--- config.mk ---
export PLATFORM = sky130hd
export DESIGN_NAME = io_bus_arbiter
export DESIGN_NICKNAME = d
export VERILOG_FILES = /design/src/rtl/io_bus_arbiter.sv
export SDC_FILE = /design/constraint.sdc
export NUM_CORES = 1
export LEC_CHECK = 0
export CELL_PAD_IN_SITES_DETAIL_PLACEMENT = 1
export CELL_PAD_IN_SITES_GLOBAL_PLACEMENT = 1
export CORE_UTILIZATION = 28
export DETAILED_ROUTE_END_ITERATION = 10
export PLACE_DENSITY_LB_ADDON = 0.3
export SYNTH_ARGS = -nofsm -noshare
export SYNTH_HDL_FRONTEND = slang
export SYNTH_SLANG_ARGS = --single-unit
--- constraint.sdc ---
create_clock -name sys_clk_i -period 3.1 [get_ports sys_clk_i]
set_clock_uncertainty 0.05 [all_clocks]
set_input_delay 0.775 -clock sys_clk_i [delete_from_list [all_inputs] [get_ports sys_clk_i]]
set_output_delay 0.775 -clock sys_clk_i [all_outputs]
set_load 0.05 [all_outputs]
--- src/rtl/io_bus_arbiter.sv ---
//------------------------------------------------------------------------------
// Module  : io_bus_arbiter
// Purpose : Two-master round-robin arbiter for the SoC peripheral I/O bus
//           (mult, div, uart, dp_ram). Master 0 is the J1 CPU I/O port and
//           master 1 is a secondary master (DMA / debug loader).
//           Each transaction is latched, strobed onto the bus for
//           1+WAIT_CYCLES cycles, then completed with a registered read-data
//           capture and a one-cycle ack to the owning master.
// Ports   :
//   sys_clk_i, sys_rst_i      clock, asynchronous active-low reset
//   m{0,1}_req/wr/addr/wdata  master request side (req held until ack)
//   m{0,1}_gnt/ack            bus ownership flag / completion pulse
//   rdata, err                registered read data / unmapped-access pulse
//   bus_rd, bus_wr            peripheral read / write strobes
//   bus_addr, bus_dout        latched address / write data
//   bus_din                   read data from the selected peripheral
//   cs                        one-hot chip select {mult, div, uart, dp_ram}
// Revision: 1.0 - initial release
//------------------------------------------------------------------------------
`default_nettype none

module io_bus_arbiter #(
  parameter int unsigned WAIT_CYCLES  = 1,        // 0..15
  parameter logic [15:0] DEFAULT_DATA = 16'h0666
) (
  input  logic        sys_clk_i,
  input  logic        sys_rst_i,
  // master 0
  input  logic        m0_req,
  input  logic        m0_wr,
  input  logic [15:0] m0_addr,
  input  logic [15:0] m0_wdata,
  output logic        m0_gnt,
  output logic        m0_ack,
  // master 1
  input  logic        m1_req,
  input  logic        m1_wr,
  input  logic [15:0] m1_addr,
  input  logic [15:0] m1_wdata,
  output logic        m1_gnt,
  output logic        m1_ack,
  // completion
  output logic [15:0] rdata,
  output logic        err,
  // peripheral bus
  output logic        bus_rd,
  output logic        bus_wr,
  output logic [15:0] bus_addr,
  output logic [15:0] bus_dout,
  input  logic [15:0] bus_din,
  output logic [3:0]  cs
);

  localparam logic [1:0] S_IDLE   = 2'd0;
  localparam logic [1:0] S_ACCESS = 2'd1;
  localparam logic [1:0] S_WAIT   = 2'd2;
  localparam logic [1:0] S_DONE   = 2'd3;

  localparam logic [3:0] c_WAIT_INIT = 4'(WAIT_CYCLES);
  localparam bit         c_HAS_WAIT  = (WAIT_CYCLES != 0);

  logic [1:0]  r_state;
  logic        r_owner;       // 0 = master 0, 1 = master 1
  logic        r_last_grant;  // owner of the most recently completed transfer
  logic        r_wr;
  logic [15:0] r_bus_addr;
  logic [15:0] r_bus_dout;
  logic [15:0] r_rdata;
  logic [3:0]  r_cnt;

  logic [3:0]  w_decode;
  logic        w_active;
  logic        w_last_strobe;
  logic        w_pick_m1;
  logic        w_any_req;

  // Chip-select decode works from the latched address so a master changing
  // its address mid-transaction cannot disturb the access in flight.
  always_comb begin
    w_decode = 4'b0000;
    case (r_bus_addr[15:8])
      8'h67:   w_decode = 4'b1000;
      8'h68:   w_decode = 4'b0100;
      8'h69:   w_decode = 4'b0010;
      8'h70:   w_decode = 4'b0001;
      default: w_decode = 4'b0000;
    endcase
  end

  assign w_active = (r_state == S_ACCESS) || (r_state == S_WAIT);

  // Final strobe cycle: ACCESS itself when there are no wait cycles,
  // otherwise the WAIT cycle in which the counter has reached 1.
  assign w_last_strobe = ((r_state == S_ACCESS) && !c_HAS_WAIT) ||
                         ((r_state == S_WAIT) && (r_cnt == 4'd1));

  // Master 1 wins when it is the only requester, or on a tie when master 0
  // had the previous grant.
  assign w_any_req = m0_req | m1_req;
  assign w_pick_m1 = m1_req & (~m0_req | ~r_last_grant);

  always_ff @(posedge sys_clk_i or negedge sys_rst_i) begin
    if (!sys_rst_i) begin
      r_state      <= S_IDLE;
      r_owner      <= 1'b0;
      r_last_grant <= 1'b1;
      r_wr         <= 1'b0;
      r_bus_addr   <= 16'h0000;
      r_bus_dout   <= 16'h0000;
      r_rdata      <= 16'h0000;
      r_cnt        <= 4'd0;
    end else begin
      case (r_state)
        S_IDLE: begin
          if (w_any_req) begin
            r_owner    <= w_pick_m1;
            r_wr       <= w_pick_m1 ? m1_wr    : m0_wr;
            r_bus_addr <= w_pick_m1 ? m1_addr  : m0_addr;
            r_bus_dout <= w_pick_m1 ? m1_wdata : m0_wdata;
            r_state    <= S_ACCESS;
          end
        end
        S_ACCESS: begin
          r_cnt   <= c_WAIT_INIT;
          r_state <= c_HAS_WAIT ? S_WAIT : S_DONE;
        end
        S_WAIT: begin
          if (r_cnt == 4'd1) begin
            r_state <= S_DONE;
          end else begin
            r_cnt <= r_cnt - 4'd1;
          end
        end
        S_DONE: begin
          r_last_grant <= r_owner;
          r_state      <= S_IDLE;
        end
        default: r_state <= S_IDLE;
      endcase

      // Read data is sampled at the end of the final strobe cycle; unmapped
      // reads return a recognisable constant instead of a floating bus.
      if (w_last_strobe && !r_wr) begin
        r_rdata <= (w_decode != 4'b0000) ? bus_din : DEFAULT_DATA;
      end
    end
  end

  // Ownership runs from ACCESS through DONE inclusive.
  assign m0_gnt = (r_state != S_IDLE) & ~r_owner;
  assign m1_gnt = (r_state != S_IDLE) &  r_owner;
  assign m0_ack = (r_state == S_DONE) & ~r_owner;
  assign m1_ack = (r_state == S_DONE) &  r_owner;
  assign err    = (r_state == S_DONE) & (w_decode == 4'b0000);

  // Strobes and chip selects decode from registered state only, so an
  // asynchronous reset drops them immediately.
  assign bus_rd   = w_active & ~r_wr;
  assign bus_wr   = w_active &  r_wr;
  assign cs       = w_active ? w_decode : 4'b0000;
  assign bus_addr = r_bus_addr;
  assign bus_dout = r_bus_dout;
  assign rdata    = r_rdata;

endmodule

`default_nettype wire

==> reports/summary.txt <==
outcome: finished clean
Pleak: 1.940 nW
Post-synth EDFFs: 0
Yosys warning count: 0
Synth area leader: dfrtp_1
Gate Count Post-Synth: 248
Die ar.: 9907 sq um
CP startpoint kind: flop
setup tns final: 0 ns
I/O Pins: 145
initial antenna violation count: 0
gr usage total: 16.53%
Inserted Clock Buffers: 9
drc violations: 0
ANT cells: 0
placed instance area: 4293 sq um
Via Count: 2488
Yosys cell types: 34
nets@finish: 484
ys flop type: dfrtp_1
worst vdd ir: 0.5210 mV
# H-tree levels: 3
Worst slew margin: 50.70%
global-route wire length before repair: 12400 microns
worst-path maximum fanout: 10
Final Slew Violations: 0
Period minus WS final: 2.875 ns
drt first pass iters: 4
Worst Path Required: 2.27 ns
Max Cap Violations: 0
HP Class: in2async
Worst-Margin Slew: 0.7339 ns
core region area: 9240 sq um
WL per Instance: 14.92 microns
number of synthesized register bits: 57
syn nets: 339
Routed Antenna Nets: 0
Root Driver: clkbuf_8
pwr dens: 1060 nW/um^2
CTS max path bufs: 2
fin crit share: 92.74%
share of cells above drive strength 1: 9.045%
CTS clk-pin slew, worst paths: 0.07 ns
vias in the first global route: 2556
initial DRC count: 57
placed cell count: 511
clk_lat worst skew: 0.34 ns
Arr. time, crit path: 2.05 ns
Via density: 4.721
critical path class: reg2out
Post-synth top cells: dfrtp_1 (56), nand2_1 (39), o21ai_0 (39)
dpl hpwl: 5957 microns
Placer Congestion: 0.7164
largest cells by area after synthesis: dfrtp_1 (53%), mux2i_1 (12%), o21ai_0 (7.3%)
CTS tree: built
area of the mapped netlist: 2664 sq um
clk sinks: 57
fmax: 347.9 MHz
RSZ-0062 raised after global routing: false
Row Count: 35
Die X-Extent: 99.54 microns
global route overflow: 0
starting density of the core: 28.83%
hold_buf cts: 0
Mean Syn Cell Area: 10.74 sq um
Post-synth ARST share: 100.0%
final hold vios: 0
fin cells: 527
Seq/Total Area, Yosys: 53.59%
total wire length: 7863 microns
critical path endpoint category: primary output
most common cell in the netlist: dfrtp_1
Final setup viols: 0
Area Overhead vs Synth: 69.85%
post-CTS setup buffer count: 0
Synth top area share: 52.61%
largest net degree at the start of global routing: 47
final core area utilization: 48.96%
design area: 4524 sq um
Die Ht: 99.54 microns
Port-buffer cells: 144
report_power, final:
part / switching, mW / total [mW] / internal (mW)
Clock: 0.301 / 0.795 / 0.493
Combinational: 1.78 / 2.72 / 0.935
Sequential: 0.237 / 1.29 / 1.05
Total: 2.32 / 4.80 / 2.48
state kept, by name (all words and copies together) (netlist names):
name and count:
bus_addr 16, bus_dout 16, rdata 16, r_cnt 4
r_state 2, r_last_grant 1, r_owner 1, r_wr 1
layout by cell type, fill, tap and decap left out, types with 2 or more instances in the layout:
cell               n
bufinv_16          2
nor2_1             6
nand3_1            2
clkdlybuf4s50_1  136
buf_12             3
inv_1              7
o22a_1             7
nor3_1             3
nor2b_1            2
nand2_1           39
buf_4              7
nand4_1            2
o21ai_0           38
a22o_1            12
mux2i_1           33
clkinv_2           2
and2_1             2
dfrtp_1           56
clkbuf_8          11
ha_1               5
repair_timing:
action                                  CTS  global route
endpoints found under the hold margin     0             0
endpoints found under the setup margin    0             1
resized for setup                         0             1
area by class of cell:
class | instances | area [sq um]
multi-input combinational | 170 | 1189
clock inverter | 5 | 77.57
inverter | 7 | 26.28
tap | 129 | 161.4
fill | 1025 | 4716
clock buffer | 11 | 151.4
timing repair buffer | 148 | 1491
sequential | 57 | 1428
cells by family (layout without fill, tap and decap cells):
| logic type | Yosys count | after routing | share of synthesized area (%) |
|---|---|---|---|
| buffers and inverters | 21 | 171 | 3.100 |
| AO/OA/AOI/OAI | 68 | 68 | 17.33 |
| multiplexers | 34 | 34 | 12.82 |
| adder cells (fa/ha/maj) | 5 | 5 | 2.349 |
| AND/OR/NAND/NOR | 63 | 63 | 10.80 |
| flip-flops | 57 | 57 | 53.59 |
stage by stage:
stage	total power, mW	setup slack, ns	hold slack, ns
2_1_floorplan	3.050	0.005256	0.4294
3_3_place_gp	3.974	0.4606	0.4102
3_5_place_dp	4.046	0.4255	0.4192
4_1_cts	4.871	0.03783	0.4106
5_1_grt	5.092	0.1089	0.4363
6_report	4.797	0.2252	0.4026
worst paths after layout:
path | start | end | slack, ns | cells after the start
setup / recovery | r_state[0] | cs[0] | 0.23 | 5
hold / removal | sys_rst_i | rdata[2] | 0.40 | 1
setup reg to reg | r_cnt[1] | rdata[4] | 0.45 | 6
hold reg to reg | bus_dout[12] | bus_dout[12] | 0.43 | 2
max in group asynchronous | sys_rst_i | bus_dout[12] | 2.00 | 2
min in group sys_clk_i | bus_dout[12] | bus_dout[12] | 0.43 | 2
critical path: stages, from the launching register on:
cell and delay [ns]:
dfrtp_1 0.38, inv_1 0.07, ha_1 0.45, nand3_1 0.19, nor4b_2 0.42, buf_12 0.19
per-layer routing:
| metal | global-route usage [%] | share of wire [%] |
|---|---|---|
| met3 | 5.762 | 9.1 |
| met1 | 18.70 | 42 |
| met5 | 0 | 0 |
| met4 | 7.466 | 1.5 |
| met2 | 28.10 | 48 |
Note: power is estimated with default switching activity, not from simulation.
